$ cat config.mk
export PLATFORM = sky130hd
export DESIGN_NAME = trap_ctrl_flat
export DESIGN_NICKNAME = d
export VERILOG_FILES = /design/src/rtl/trap_ctrl_if.sv /design/src/rtl/trap_ctrl.sv /design/src/flat_wrapper.sv
export SDC_FILE = /design/constraint.sdc
export NUM_CORES = 1
export LEC_CHECK = 0
export CORE_AREA = 2 2 156 158
export CTS_CLUSTER_SIZE = 10
export DETAILED_ROUTE_END_ITERATION = 8
export DIE_AREA = 0 0 158 160
export PLACE_DENSITY = 0.63
export SYNTH_ARGS = -nofsm -noshare
export SYNTH_HDL_FRONTEND = slang
export SYNTH_SLANG_ARGS = --single-unit
$ cat constraint.sdc
create_clock -name clk_i -period 7.9 [get_ports clk_i]
set_clock_uncertainty 0.1 [all_clocks]
set_input_delay 1.58 -clock clk_i [delete_from_list [all_inputs] [get_ports clk_i]]
set_output_delay 1.58 -clock clk_i [all_outputs]
set_load 0.03 [all_outputs]
$ cat src/rtl/trap_ctrl_if.sv
// trap_ctrl_if: bundle of every non-clock/reset signal of trap_ctrl.
//   master : commit stage / CSR file side (drives the events and CSR values,
//            receives the write strobes, flush and redirect).
//   slave  : trap_ctrl itself.
// Event inputs: inst_valid_i, pc_i, inst_i, fault_addr_i, e_*_i, is_mret_i,
//   meip_i/mtip_i/msip_i.  CSR inputs: mstatus_i, mie_i, exc_ret_addr_i.
// Outputs: we_exc_o, is_int_o, m*_d_o write data, sel_exc_nret_o, flush_o,
//   busy_o, redirect_valid_o, redirect_pc_o.
interface trap_ctrl_if;
    logic        inst_valid_i;
    logic [31:0] pc_i;
    logic [31:0] inst_i;
    logic [31:0] fault_addr_i;
    logic        e_inst_misaligned_i;
    logic        e_illegal_inst_i;
    logic        e_ebreak_i;
    logic        e_ecall_i;
    logic        e_load_misaligned_i;
    logic        e_store_misaligned_i;
    logic        is_mret_i;
    logic        meip_i;
    logic        mtip_i;
    logic        msip_i;
    logic [31:0] mstatus_i;
    logic [31:0] mie_i;
    logic [31:0] exc_ret_addr_i;
    logic        we_exc_o;
    logic [31:0] mcause_d_o;
    logic [31:0] mepc_d_o;
    logic [31:0] mtval_d_o;
    logic [31:0] mstatus_d_o;
    logic [31:0] mip_d_o;
    logic        is_int_o;
    logic        sel_exc_nret_o;
    logic        flush_o;
    logic        busy_o;
    logic        redirect_valid_o;
    logic [31:0] redirect_pc_o;

    modport master (
        output inst_valid_i, pc_i, inst_i, fault_addr_i,
               e_inst_misaligned_i, e_illegal_inst_i, e_ebreak_i, e_ecall_i,
               e_load_misaligned_i, e_store_misaligned_i, is_mret_i,
               meip_i, mtip_i, msip_i, mstatus_i, mie_i, exc_ret_addr_i,
        input  we_exc_o, mcause_d_o, mepc_d_o, mtval_d_o, mstatus_d_o, mip_d_o,
               is_int_o, sel_exc_nret_o, flush_o, busy_o,
               redirect_valid_o, redirect_pc_o
    );

    modport slave (
        input  inst_valid_i, pc_i, inst_i, fault_addr_i,
               e_inst_misaligned_i, e_illegal_inst_i, e_ebreak_i, e_ecall_i,
               e_load_misaligned_i, e_store_misaligned_i, is_mret_i,
               meip_i, mtip_i, msip_i, mstatus_i, mie_i, exc_ret_addr_i,
        output we_exc_o, mcause_d_o, mepc_d_o, mtval_d_o, mstatus_d_o, mip_d_o,
               is_int_o, sel_exc_nret_o, flush_o, busy_o,
               redirect_valid_o, redirect_pc_o
    );
endinterface

$ cat src/rtl/trap_ctrl.sv
// trap_ctrl: machine-mode trap sequencer.
// Collects synchronous exceptions and synchronised interrupt lines, picks the
// highest-priority event, drives the CSR write handshake (TRAP_WR / MRET_WR)
// with a one-cycle flush, then issues a one-cycle fetch redirect.
// Ports:
//   clk_i  : clock, rising edge
//   rst_ni : asynchronous active-low reset
//   bus    : trap_ctrl_if.slave, all event/CSR/strobe signals
// Parameters:
//   SYNC_STAGES : interrupt synchroniser depth (values below 2 are raised to 2)
//   VECTORED    : 1 = interrupt redirect adds 4*cause to the mtvec base
module trap_ctrl #(
    parameter int SYNC_STAGES = 2,
    parameter bit VECTORED    = 1'b0
) (
    input  logic       clk_i,
    input  logic       rst_ni,
    trap_ctrl_if.slave bus
);
    localparam int SYNC_D = (SYNC_STAGES < 2) ? 2 : SYNC_STAGES;

    localparam logic [1:0] ST_IDLE     = 2'd0;
    localparam logic [1:0] ST_TRAP_WR  = 2'd1;
    localparam logic [1:0] ST_MRET_WR  = 2'd2;
    localparam logic [1:0] ST_REDIRECT = 2'd3;

    // Synchroniser lanes: [2]=meip, [1]=mtip, [0]=msip
    logic [SYNC_D-1:0][2:0] sync_q, sync_d;
    logic [1:0]  state_q, state_d;
    logic        is_int_q, is_int_d;
    logic        ret_q, ret_d;
    logic [31:0] cause_q, cause_d, epc_q, epc_d, tval_q, tval_d;
    logic [31:0] sh_cause_q, sh_cause_d, sh_epc_q, sh_epc_d, sh_tval_q, sh_tval_d;

    logic [31:0] mip, int_en, int_cause, exc_cause, exc_tval;
    logic        int_pend, exc_any;

    always_comb begin
        sync_d[0] = {bus.meip_i, bus.mtip_i, bus.msip_i};
        for (int i = 1; i < SYNC_D; i++) sync_d[i] = sync_q[i-1];
    end

    assign mip = {20'b0, sync_q[SYNC_D-1][2], 3'b0, sync_q[SYNC_D-1][1], 3'b0,
                  sync_q[SYNC_D-1][0], 3'b0};
    assign int_en   = bus.mie_i & mip;
    assign int_pend = bus.mstatus_i[3] & (|int_en) & bus.inst_valid_i;

    // MEI > MSI > MTI
    always_comb begin
        if (int_en[11])     int_cause = 32'h8000_000B;
        else if (int_en[3]) int_cause = 32'h8000_0003;
        else                int_cause = 32'h8000_0007;
    end

    always_comb begin
        exc_any   = bus.inst_valid_i & (bus.e_inst_misaligned_i | bus.e_illegal_inst_i |
                    bus.e_ebreak_i | bus.e_ecall_i | bus.e_load_misaligned_i |
                    bus.e_store_misaligned_i);
        exc_cause = 32'd0;
        exc_tval  = 32'd0;
        if (bus.e_inst_misaligned_i) begin
            exc_cause = 32'd0;
            exc_tval  = bus.fault_addr_i;
        end else if (bus.e_illegal_inst_i) begin
            exc_cause = 32'd2;
            exc_tval  = bus.inst_i;
        end else if (bus.e_ebreak_i) begin
            exc_cause = 32'd3;
        end else if (bus.e_ecall_i) begin
            exc_cause = 32'd11;
        end else if (bus.e_load_misaligned_i) begin
            exc_cause = 32'd4;
            exc_tval  = bus.fault_addr_i;
        end else if (bus.e_store_misaligned_i) begin
            exc_cause = 32'd6;
            exc_tval  = bus.fault_addr_i;
        end
    end

    always_comb begin
        state_d    = state_q;
        is_int_d   = is_int_q;
        ret_d      = ret_q;
        cause_d    = cause_q;
        epc_d      = epc_q;
        tval_d     = tval_q;
        sh_cause_d = sh_cause_q;
        sh_epc_d   = sh_epc_q;
        sh_tval_d  = sh_tval_q;
        case (state_q)
            ST_IDLE: begin
                if (int_pend) begin
                    state_d  = ST_TRAP_WR;
                    is_int_d = 1'b1;
                    ret_d    = 1'b0;
                    cause_d  = int_cause;
                    epc_d    = bus.pc_i;
                    tval_d   = 32'd0;
                end else if (exc_any) begin
                    // An exception beats a simultaneous MRET; mepc is the MRET's PC.
                    state_d  = ST_TRAP_WR;
                    is_int_d = 1'b0;
                    ret_d    = 1'b0;
                    cause_d  = exc_cause;
                    epc_d    = bus.pc_i;
                    tval_d   = exc_tval;
                end else if (bus.inst_valid_i && bus.is_mret_i) begin
                    state_d  = ST_MRET_WR;
                    is_int_d = 1'b0;
                    ret_d    = 1'b1;
                end
            end
            ST_TRAP_WR: begin
                state_d    = ST_REDIRECT;
                // Shadow tracks what the CSR file now holds, replayed on MRET.
                sh_cause_d = cause_q;
                sh_epc_d   = epc_q;
                sh_tval_d  = tval_q;
            end
            ST_MRET_WR:  state_d = ST_REDIRECT;
            default:     state_d = ST_IDLE;
        endcase
    end

    logic        we_exc, is_int, flush, sel, redir;
    logic [31:0] mcause_o, mepc_o, mtval_o, mstatus_o, rpc;

    always_comb begin
        we_exc    = 1'b0;
        is_int    = 1'b0;
        flush     = 1'b0;
        redir     = 1'b0;
        mcause_o  = 32'd0;
        mepc_o    = 32'd0;
        mtval_o   = 32'd0;
        mstatus_o = 32'd0;
        rpc       = 32'd0;
        // sel stays at its write-phase value through REDIRECT
        sel       = (state_q != ST_IDLE) & ret_q;
        case (state_q)
            ST_TRAP_WR: begin
                we_exc         = 1'b1;
                is_int         = is_int_q;
                flush          = 1'b1;
                mcause_o       = cause_q;
                mepc_o         = epc_q;
                mtval_o        = tval_q;
                mstatus_o      = bus.mstatus_i;
                mstatus_o[7]   = bus.mstatus_i[3];
                mstatus_o[3]   = 1'b0;
                mstatus_o[12:11] = 2'b11;
            end
            ST_MRET_WR: begin
                we_exc         = 1'b1;
                flush          = 1'b1;
                mcause_o       = sh_cause_q;
                mepc_o         = sh_epc_q;
                mtval_o        = sh_tval_q;
                mstatus_o      = bus.mstatus_i;
                mstatus_o[3]   = bus.mstatus_i[7];
                mstatus_o[7]   = 1'b1;
                mstatus_o[12:11] = 2'b11;
            end
            ST_REDIRECT: begin
                redir = 1'b1;
                rpc   = {bus.exc_ret_addr_i[31:2], 2'b00};
                if (VECTORED && is_int_q) rpc = rpc + {25'd0, cause_q[4:0], 2'b00};
            end
            default: ;
        endcase
    end

    always_ff @(posedge clk_i or negedge rst_ni) begin
        if (!rst_ni) begin
            sync_q     <= '0;
            state_q    <= ST_IDLE;
            is_int_q   <= 1'b0;
            ret_q      <= 1'b0;
            sh_cause_q <= 32'd0;
            sh_epc_q   <= 32'd0;
            sh_tval_q  <= 32'd0;
        end else begin
            sync_q     <= sync_d;
            state_q    <= state_d;
            is_int_q   <= is_int_d;
            ret_q      <= ret_d;
            sh_cause_q <= sh_cause_d;
            sh_epc_q   <= sh_epc_d;
            sh_tval_q  <= sh_tval_d;
        end
    end

    // Event data is only visible through state-gated outputs, so no reset needed.
    always_ff @(posedge clk_i) begin
        cause_q <= cause_d;
        epc_q   <= epc_d;
        tval_q  <= tval_d;
    end

    assign bus.we_exc_o         = we_exc;
    assign bus.is_int_o         = is_int;
    assign bus.flush_o          = flush;
    assign bus.sel_exc_nret_o   = sel;
    assign bus.busy_o           = (state_q != ST_IDLE);
    assign bus.redirect_valid_o = redir;
    assign bus.redirect_pc_o    = rpc;
    assign bus.mcause_d_o       = mcause_o;
    assign bus.mepc_d_o         = mepc_o;
    assign bus.mtval_d_o        = mtval_o;
    assign bus.mstatus_d_o      = mstatus_o;
    assign bus.mip_d_o          = mip;
endmodule
$ cat src/flat_wrapper.sv
// flat-port wrapper written by rule: the top's interface ports become plain ports
module trap_ctrl_flat 
#(
    parameter int SYNC_STAGES = 2,
    parameter bit VECTORED    = 1'b0
)
  (clk_i, rst_ni, bus_inst_valid_i, bus_pc_i, bus_inst_i, bus_fault_addr_i, bus_e_inst_misaligned_i, bus_e_illegal_inst_i, bus_e_ebreak_i, bus_e_ecall_i, bus_e_load_misaligned_i, bus_e_store_misaligned_i, bus_is_mret_i, bus_meip_i, bus_mtip_i, bus_msip_i, bus_mstatus_i, bus_mie_i, bus_exc_ret_addr_i, bus_we_exc_o, bus_mcause_d_o, bus_mepc_d_o, bus_mtval_d_o, bus_mstatus_d_o, bus_mip_d_o, bus_is_int_o, bus_sel_exc_nret_o, bus_flush_o, bus_busy_o, bus_redirect_valid_o, bus_redirect_pc_o);
  trap_ctrl_if bus_i ();
  input  logic clk_i;
  input  logic rst_ni;
  input wire logic [$bits(bus_i.inst_valid_i)-1:0] bus_inst_valid_i;
  input wire logic [$bits(bus_i.pc_i)-1:0] bus_pc_i;
  input wire logic [$bits(bus_i.inst_i)-1:0] bus_inst_i;
  input wire logic [$bits(bus_i.fault_addr_i)-1:0] bus_fault_addr_i;
  input wire logic [$bits(bus_i.e_inst_misaligned_i)-1:0] bus_e_inst_misaligned_i;
  input wire logic [$bits(bus_i.e_illegal_inst_i)-1:0] bus_e_illegal_inst_i;
  input wire logic [$bits(bus_i.e_ebreak_i)-1:0] bus_e_ebreak_i;
  input wire logic [$bits(bus_i.e_ecall_i)-1:0] bus_e_ecall_i;
  input wire logic [$bits(bus_i.e_load_misaligned_i)-1:0] bus_e_load_misaligned_i;
  input wire logic [$bits(bus_i.e_store_misaligned_i)-1:0] bus_e_store_misaligned_i;
  input wire logic [$bits(bus_i.is_mret_i)-1:0] bus_is_mret_i;
  input wire logic [$bits(bus_i.meip_i)-1:0] bus_meip_i;
  input wire logic [$bits(bus_i.mtip_i)-1:0] bus_mtip_i;
  input wire logic [$bits(bus_i.msip_i)-1:0] bus_msip_i;
  input wire logic [$bits(bus_i.mstatus_i)-1:0] bus_mstatus_i;
  input wire logic [$bits(bus_i.mie_i)-1:0] bus_mie_i;
  input wire logic [$bits(bus_i.exc_ret_addr_i)-1:0] bus_exc_ret_addr_i;
  output wire logic [$bits(bus_i.we_exc_o)-1:0] bus_we_exc_o;
  output wire logic [$bits(bus_i.mcause_d_o)-1:0] bus_mcause_d_o;
  output wire logic [$bits(bus_i.mepc_d_o)-1:0] bus_mepc_d_o;
  output wire logic [$bits(bus_i.mtval_d_o)-1:0] bus_mtval_d_o;
  output wire logic [$bits(bus_i.mstatus_d_o)-1:0] bus_mstatus_d_o;
  output wire logic [$bits(bus_i.mip_d_o)-1:0] bus_mip_d_o;
  output wire logic [$bits(bus_i.is_int_o)-1:0] bus_is_int_o;
  output wire logic [$bits(bus_i.sel_exc_nret_o)-1:0] bus_sel_exc_nret_o;
  output wire logic [$bits(bus_i.flush_o)-1:0] bus_flush_o;
  output wire logic [$bits(bus_i.busy_o)-1:0] bus_busy_o;
  output wire logic [$bits(bus_i.redirect_valid_o)-1:0] bus_redirect_valid_o;
  output wire logic [$bits(bus_i.redirect_pc_o)-1:0] bus_redirect_pc_o;
  assign bus_i.inst_valid_i = bus_inst_valid_i;
  assign bus_i.pc_i = bus_pc_i;
  assign bus_i.inst_i = bus_inst_i;
  assign bus_i.fault_addr_i = bus_fault_addr_i;
  assign bus_i.e_inst_misaligned_i = bus_e_inst_misaligned_i;
  assign bus_i.e_illegal_inst_i = bus_e_illegal_inst_i;
  assign bus_i.e_ebreak_i = bus_e_ebreak_i;
  assign bus_i.e_ecall_i = bus_e_ecall_i;
  assign bus_i.e_load_misaligned_i = bus_e_load_misaligned_i;
  assign bus_i.e_store_misaligned_i = bus_e_store_misaligned_i;
  assign bus_i.is_mret_i = bus_is_mret_i;
  assign bus_i.meip_i = bus_meip_i;
  assign bus_i.mtip_i = bus_mtip_i;
  assign bus_i.msip_i = bus_msip_i;
  assign bus_i.mstatus_i = bus_mstatus_i;
  assign bus_i.mie_i = bus_mie_i;
  assign bus_i.exc_ret_addr_i = bus_exc_ret_addr_i;
  assign bus_we_exc_o = bus_i.we_exc_o;
  assign bus_mcause_d_o = bus_i.mcause_d_o;
  assign bus_mepc_d_o = bus_i.mepc_d_o;
  assign bus_mtval_d_o = bus_i.mtval_d_o;
  assign bus_mstatus_d_o = bus_i.mstatus_d_o;
  assign bus_mip_d_o = bus_i.mip_d_o;
  assign bus_is_int_o = bus_i.is_int_o;
  assign bus_sel_exc_nret_o = bus_i.sel_exc_nret_o;
  assign bus_flush_o = bus_i.flush_o;
  assign bus_busy_o = bus_i.busy_o;
  assign bus_redirect_valid_o = bus_i.redirect_valid_o;
  assign bus_redirect_pc_o = bus_i.redirect_pc_o;
  trap_ctrl #(.SYNC_STAGES(SYNC_STAGES), .VECTORED(VECTORED)) u_core (.clk_i(clk_i), .rst_ni(rst_ni), .bus(bus_i));
endmodule
==> results of run 1 <==
[layout make-up]
class / count / area (um^2) / area share, %
inverters: 75 / 282 / 2.51
well taps: 324 / 405 / 3.61
clock buffers: 19 / 453 / 4.03
repair buffers: 317 / 3160 / 28.1
flip-flops and latches: 148 / 4050 / 36.0
clock inverters: 13 / 194 / 1.73
multi-input cells: 499 / 2700 / 24.0
[worst max-delay path: stages, from the launching register on]
cell and delay [ps]:
dfrtp_1 440, inv_1 140, ha_4 520, buf_4 690, nand2_1 160, a21boi_0 250, clkdlybuf4s50_1 740
[Yosys cell counts]
cell       instances
o21ai_0           73
clkbuf_1          47
and4b_1            1
nor3_1             1
o41ai_2            2
o21ai_1            1
nand2_1          141
inv_1             74
a2111oi_0          1
inv_2              1
nand4_1            1
a21oi_1            2
a31o_1             1
nor2_1            36
and2_1            60
a31oi_1            1
nor2b_1            2
and3_1             1
o21bai_1           1
or4_4              1
dfrtp_1           79
nand3_1            1
o221a_1            2
a22oi_1           33
buf_4             61
a21boi_0          69
ha_1               4
o21a_1             3
o41a_1             1
o211ai_1           1
o31ai_1            1
edfxtp_1          69
conb_1             1
[power groups by stage]
| stage | sequential (mW) | combinational, mW | clock [mW] |
|---|---|---|---|
| after floorplan | 1.20 | 1.49 | 0 |
| after global placement | 1.21 | 2.38 | 0 |
| after detailed placement | 1.22 | 2.40 | 0 |
| after CTS | 1.21 | 2.41 | 0.915 |
| after global routing | 1.24 | 2.58 | 0.944 |
| final | 1.21 | 2.37 | 0.888 |
[state kept, by name, indices dropped and copies added, names as in the netlist]
name / count
u_core.bus.mip_d_o: 3
u_core.cause_q: 5
u_core.epc_q: 32
u_core.is_int_q: 1
u_core.ret_q: 1
u_core.sh_cause_q: 5
u_core.sh_epc_q: 32
u_core.sh_tval_q: 32
u_core.state_q: 2
u_core.sync_d: 3
u_core.tval_q: 32
[routing by layer]
metal,GRT usage [%],up-vias,routed length [um],part of all wire (%)
li1,-,2999,-,-
met1,22.0,2809,9660,46
met2,26.3,203,9360,44
met3,6.11,18,1900,9.0
met4,3.73,0,220,1.0
met5,0,-,0,0
[how the worst max path moves through the flow]
stage,from,slack (ps),endpoint
after floorplan,bus_mie_i[3],1800,u_core.state_q[0]$_DFFE_PN0P_
after detailed placement,u_core.state_q[1]$_DFFE_PN0P_,3190,bus_mtval_d_o[29]
after global routing,u_core.state_q[1]$_DFFE_PN0P_,2460,bus_mtval_d_o[29]
final,u_core.state_q[1]$_DFFE_PN0P_,2820,bus_mtval_d_o[29]
after CTS,u_core.state_q[1]$_DFFE_PN0P_,2730,bus_mtval_d_o[29]
after global placement,u_core.state_q[0]$_DFFE_PN0P_,3210,bus_mstatus_d_o[9]
[kinds of logic (layout without fill, tap and decap cells)]
kind of cell	after synthesis	in the layout	synth area share, %
adders and majority gates	4	4	0.677
and+or+nand+nor	245	245	14.8
DFF	148	148	54.7
buffers and inverters	183	424	12.4
other	1	58	0.0507
AOI/OAI and AO/OA	192	192	17.3
==> results.md, run 1 <==
* Pin count of the biggest net entering global routing at 82
* Final WS setup at 2820 ps
* CTS Root Cell: clkbuf_16
* DP HPWL at 14400 um
* GPL Wtd Cong at 0.726
* Post-Route WL at 21100 um
* Internal at 2.55 mW
* Setup violators final at 0
* Die ar. at 25300 um^2
* Power Total at 4.46 mW
* GRT Total Usage at 16.7%
* FF-to-FF End: u_core.epc_q[22]$_DFFE_PP_
* Critical path capture point type: primary output
* Hold Path Depth at 0
* Sequential area share after synthesis at 54.7%
* Top cells by area, synth: edfxtp_1 28%, dfrtp_1 27%, nand2_1 7.2%, a21boi_0 7.0%, buf_4 6.2%
* Routed Antenna Nets at 0
* CTS tree: built
* Worst VDD drop at 0.000144 V
* Syn_area_per_cell at 9.57 um^2
* Fmax at 0.197 GHz
* Post-Route Utilization at 47.2%
* Clock transition at path regs at 70 ps
* Cts repair resizes at 0
* Part of the power in registers at 27.0%
* Fillers at 2312
* Clock tree buffer depth at 2
* Worst endpoint data arrival time at 3400 ps
* I/O pins at 403
* DP Area at 10600 um^2
* CTS buffer count at 17
* Residual DRC count at 0
* Drt first pass iters at 4
* Final setup TNS at 0 ps
* Routed WL per cell at 15.2 um
* Final Hold Fails at 0
* Syn-to-layout area delta at 51.9%
* RSZ-0062 raised after global routing: no
* Nets at 1267
* IO Port Bufs at 311
* Commonest cells after routing, fill and taps aside: 310 x clkdlybuf4s50_1, 141 x nand2_1, 79 x dfrtp_1
* # hold bufs at CTS at 0
* Dpl cells at 1363
* Static Leakage at 4.45 nW
* H-tree depth at 4
* Max-Cap Viols at 0
* Comb power frac at 53.1%
* Startpoint Class: flop
* Worst r2r path cells at 5
* Final period utilization at 64.3%
* Die Y at 160 um
* Post-CTS setup buffers at 0
* Critical path type: reg2out
* Fraction of layout cells with a size suffix above 1 at 4.48%
* Initial Utilization at 31.0%
* Slew Limit Fails at 0
* Initial DRC count at 300
* Vias after detailed routing at 6029
* Die X at 158 um
* Clock power frac at 19.9%
* Vias in the first global route at 6124
* CP required at 6220 ps
* Worst-path fanout max at 81
* Crit Reg-Reg Startpoint: u_core.state_q[0]$_DFFE_PN0P_
* Sw frac at 42.7%
* Row count at 57
* YS warnings at 0
* Worst Tran Pin Value at 1030 ps
* Cell variety after synth at 33
* Status: completed
* Layout Cells excl Fill at 1395
* Most common cell after layout, fill and taps aside: clkdlybuf4s50_1
* Grt ovf at 0
* Min-delay src: u_core.sync_d[3]$_DFF_PN0_
* Pre-CTS WS at 3190 ps
* Placeable Area at 23800 um^2
* Slew headroom at 31.5%
* Flop and latch count out of synthesis at 148
* Initial antenna violation count at 0
* Synthesized cell area at 7400 um^2
* Yosys top cell area share at 28.0%
* Gate Count Post-Synth at 773
* # clock sinks at 148
* Hold Slack at 261 ps
* Worst Hold Class: reg2reg
* Finished layout cell area at 11200 um^2
* P per Cell Area at 397 nW/um^2
* Antenna diode count at 0
* Area leader, netlist: edfxtp_1
* Reg2Reg Setup Slack at 5460 ps
* Clk_lat worst skew at 410 ps
* Drt via density at 4.32
* Hold Path End: u_core.bus.mip_d_o[3]$_DFF_PN0_
* Final critical-path required period at 5080 ps
* Global-route wire length before repair at 33100 um
* Psw at 1.91 mW
Power figures use the tool's default switching activity.
==> run 2, diff against run 1 <==
CORE_AREA = 2 2 157 159   (was 2 2 156 158)
DIE_AREA = 0 0 159 161   (was 0 0 158 160)
PLACE_DENSITY = 0.62   (was 0.63)
clock period = 5.03 ns   (was 7.9 ns; I/O delays follow)
==> results.md, run 2 (synthesis gave the netlist of run 1 again) <==
* Status: completed
* # hold bufs at CTS at 0
* Max-Cap Viols at 0
* Commonest cells after routing, fill and taps aside: 310 x clkdlybuf4s50_1, 141 x nand2_1, 79 x dfrtp_1
* Die X at 159 um
* Post-CTS setup buffers at 0
* Placeable Area at 24000 um^2
* Multi-input logic area at 2690 um^2
* Grt ovf at 0
* P per Cell Area at 619 nW/um^2
* Drt via density at 4.31
* Nets at 1271
* Final period utilization at 83.4%
* H-tree depth at 4
* Hold Slack at 249 ps
* Most common cell after layout, fill and taps aside: clkdlybuf4s50_1
* Final setup TNS at 0 ps
* Fillers at 2314
* GPL Wtd Cong at 0.763
* Routed WL per cell at 15.7 um
* Initial Utilization at 30.9%
* Drt first pass iters at 5
* Fmax at 0.238 GHz
* Critical path capture point type: primary output
* CTS tree: built
* Met2 Use GR at 24.9%
* Worst Tran Pin Value at 945 ps
* # clock sinks at 148
* Worst endpoint data arrival time at 3090 ps
* Met1 global-route usage at 24.6%
* Worst r2r path cells at 5
* Setup violators final at 0
* CP required at 3920 ps
* DP HPWL at 15700 um
* Die ar. at 25600 um^2
* Worst Hold Class: reg2reg
* Cts repair resizes at 0
* Reg area at 4050 um^2
* Static Leakage at 4.44 nW
* Critical path type: reg2out
* Die Y at 161 um
* Initial antenna violation count at 1
* Routed Antenna Nets at 0
* CTS buffer count at 17
* Pin count of the biggest net entering global routing at 76
* Clk_lat worst skew at 420 ps
* RSZ-0062 raised after global routing: no
* CTS Root Cell: clkbuf_16
* Vias after detailed routing at 6036
* Initial DRC count at 408
* Worst-path fanout max at 47
* Fraction of layout cells with a size suffix above 1 at 4.65%
* Startpoint Class: flop
* Slew Limit Fails at 0
* Syn-to-layout area delta at 51.6%
* Global Route met3 Usage at 5.21%
* Antenna diode count at 0
* Residual DRC count at 0
* Post-Route WL at 21900 um
* Clock transition at path regs at 60 ps
* Row count at 57
* Slew headroom at 37.0%
* Vias in the first global route at 5853
* GR peak layer: met2
* IO Port Bufs at 311
* Worst VDD drop at 0.000447 V
* I/O pins at 403
* GRT Total Usage at 17.0%
* Global-route wire length before repair at 33600 um
* Final Hold Fails at 0
* Hold Path Depth at 0
* Clock tree buffer depth at 2
* Final critical-path required period at 4190 ps
-- run 2: critical path, cell delays in order (launching register included) --
cell and delay, ps:
dfrtp_1 410, inv_1 130, ha_4 450, o21a_1 720, and2_1 260, clkdlybuf4s50_1 690
-- run 2: report_power, final --
group / total, mW / leakage [nW] / switching, mW / internal (mW)
Combinational: 3.75 / 2.54 / 2.32 / 1.43
Clock: 1.30 / 0.283 / 0.505 / 0.795
Sequential: 1.89 / 1.62 / 0.171 / 1.72
-- run 2: path summary, 6_finish.rpt --
path,from,to,slack (ps)
min in group asynchronous,rst_ni,u_core.sh_epc_q[21]$_DFFE_PN0P_,540
max,u_core.state_q[1]$_DFFE_PN0P_,bus_mstatus_d_o[29],840
min,u_core.sync_d[5]$_DFF_PN0_,u_core.bus.mip_d_o[11]$_DFF_PN0_,250
max in group asynchronous,rst_ni,u_core.sh_tval_q[15]$_DFFE_PN0P_,3380
max reg2reg,u_core.state_q[1]$_DFFE_PN0P_,u_core.epc_q[9]$_DFFE_PP_,2940
min reg2reg,u_core.sync_d[5]$_DFF_PN0_,u_core.bus.mip_d_o[11]$_DFF_PN0_,250
-- run 2: routing by layer --
metal  part of all wire (%)  vias to the layer above
met5                      0                        -
met4                   0.85                        0
met3                    7.3                       13
met2                     43                      211
met1                     48                     2804
li1                       -                     3008
-- run 2: area by class of cell --
cell class	count	share of cell area (%)
clock buffer	20	3.98
clock inverter	12	1.39
tap	324	3.62
sequential	148	36.1
multi-input combinational	499	24.0
timing repair buffer	321	28.4
inverter	75	2.51
-- run 2: stage by stage --
stage	total power [mW]	setup WS, ps	util (%)	cell area [um^2]	std cells
global placement	5.65	1270	44.3	10600	1367
CTS	7.04	788	46.8	11200	1399
detailed placement	5.70	1260	44.3	10600	1367
global route	7.37	632	46.8	11200	1399
finish	6.94	835	46.8	11200	1399
floorplan	4.22	985	-	7610	830
==> run 3, diff against run 2 <==
clock period = 4.1 ns   (was 5.03 ns; I/O delays follow)
==> results.md, run 3 (synthesis gave the netlist of run 1 again) <==
* Drt first pass iters at 4
* Fmax at 0.268 GHz
* CP required at 3180 ps
* Post-Route WL at 21700 um
* Final setup TNS at 0 ps
* Layout Cells excl Fill at 1398
* Reg2Reg Setup Slack at 1710 ps
* Most common cell after layout, fill and taps aside: clkdlybuf4s50_1
* Vias after detailed routing at 6032
* Hold Path End: u_core.bus.mip_d_o[11]$_DFF_PN0_
* Critical path cell sequence: inv_1 -> ha_2 -> o21a_2 -> and2_1 -> clkdlybuf4s50_1
* Met1 global-route usage at 24.3%
* Power Total at 8.60 mW
* Hold Path Depth at 0
* GRT Total Usage at 16.7%
* Residual DRC count at 0
* Final Hold Fails at 0
* Delay-heaviest family, CP: buffers and inverters
* Vias in the first global route at 5755
* Die X at 159 um
* CTS buffer count at 17
* Crit Reg-Reg Startpoint: u_core.state_q[0]$_DFFE_PN0P_
* Met2 Use GR at 24.8%
* Final critical-path required period at 3740 ps
* Final WS setup at 365 ps
* GPL Wtd Cong at 0.788
* Global Route met3 Usage at 4.55%
* DP HPWL at 15600 um
* Nets at 1271
* Initial antenna violation count at 1
* Worst path max stage delay at 710 ps
* Drt via density at 4.31
* Critical path's slowest cell: clkdlybuf4s50_1
* Clk_lat worst skew at 420 ps
* Worst path bufs/invs at 2
* Syn-to-layout area delta at 52.4%
* Post-Route Utilization at 47.0%
* Critical path capture point type: primary output
* # clock sinks at 148
* FF-to-FF End: u_core.epc_q[0]$_DFFE_PP_
* Placeable Area at 24000 um^2
* Clock tree buffer depth at 2
* H-tree depth at 4
* DP Area at 10700 um^2
* I/O pins at 403
* Static Leakage at 4.47 nW
* Pre-CTS WS at 564 ps
* Hold Slack at 249 ps
* Worst endpoint data arrival time at 2820 ps
* Fraction of layout cells with a size suffix above 1 at 4.75%
* Grt ovf at 0
* Row count at 57
* P per Cell Area at 763 nW/um^2
* Startpoint Class: flop
* Multi-input logic area at 2690 um^2
* Worst VDD drop at 0.000478 V
* Pin count of the biggest net entering global routing at 75
* Slew Limit Fails at 0
* CTS Root Cell: clkbuf_16
* Status: completed
* Worst Tran Pin Value at 983 ps
* Dpl cells at 1367
* Finished layout cell area at 11300 um^2
* Global-route wire length before repair at 33200 um
* Routed Antenna Nets at 0
* Final period utilization at 91.1%
* Slew headroom at 34.5%
* CTS tree: built
* Reg area at 4050 um^2
* Initial DRC count at 334
* Setup violators final at 0
* IO Port Bufs at 311
* GR peak layer: met2
* Routed WL per cell at 15.5 um
* Post-CTS setup buffers at 0
* Clock transition at path regs at 60 ps
* Critical path type: reg2out
* Worst Hold Class: reg2reg
* Die Y at 161 um
* Fillers at 2315
* Antenna diode count at 0
* Commonest cells after routing, fill and taps aside: 310 x clkdlybuf4s50_1, 141 x nand2_1, 79 x dfrtp_1
* Die ar. at 25600 um^2
* Initial Utilization at 30.9%
* Worst r2r path cells at 5
* Max-Cap Viols at 0
* RSZ-0062 raised after global routing: no
* Min-delay src: u_core.sync_d[5]$_DFF_PN0_
* Worst-path fanout max at 29
[run 3: changes by cell type in the layout (fill, tap and decap cells not counted)]
cell,change
buf_12,+4
buf_4,-4
clkbuf_1,-2
clkinv_2,+2
clkinvlp_4,-2
bufinv_16,+1
clkbuf_8,-1
clkinv_1,+1
o21a_1,-1
o21a_2,+1
[run 3: how the worst max path moves through the flow]
stage	start	endpoint	cells after the start
5_1_grt	u_core.state_q[1]$_DFFE_PN0P_	bus_mcause_d_o[2]	5
3_3_place_gp	bus_inst_valid_i	u_core.epc_q[13]$_DFFE_PP_	5
3_5_place_dp	bus_inst_valid_i	u_core.epc_q[13]$_DFFE_PP_	5
6_report	u_core.state_q[0]$_DFFE_PN0P_	bus_mstatus_d_o[27]	5
2_1_floorplan	bus_mie_i[3]	u_core.state_q[0]$_DFFE_PN0P_	4
4_1_cts	u_core.state_q[0]$_DFFE_PN0P_	bus_mstatus_d_o[27]	5
[run 3: area by class of cell]
type                       instances  area share, %
tap                              324           3.60
sequential                       148           35.9
clock buffer                      17           3.77
inverter                          75           2.50
multi-input combinational        499           23.9
clock inverter                    14           1.64
timing repair buffer             321           28.7
[run 3: routing by layer]
| layer | routed length (um) | up-vias |
|---|---|---|
| met5 | 0 | - |
| met4 | 193 | 0 |
| met3 | 1530 | 14 |
| met2 | 9540 | 222 |
| met1 | 10400 | 2798 |
| li1 | - | 2998 |
[run 3: power by group]
group	internal (mW)	switching, mW
Sequential	2.11	0.211
Combinational	1.81	2.84
Clock	1.01	0.620
[run 3: what timing repair did]
item / CTS / global route
endpoints found under the hold margin: 0 / 0
gates resized for setup: 0 / 1
endpoints found under the setup margin: 0 / 29
hold buffers: 0 / 0
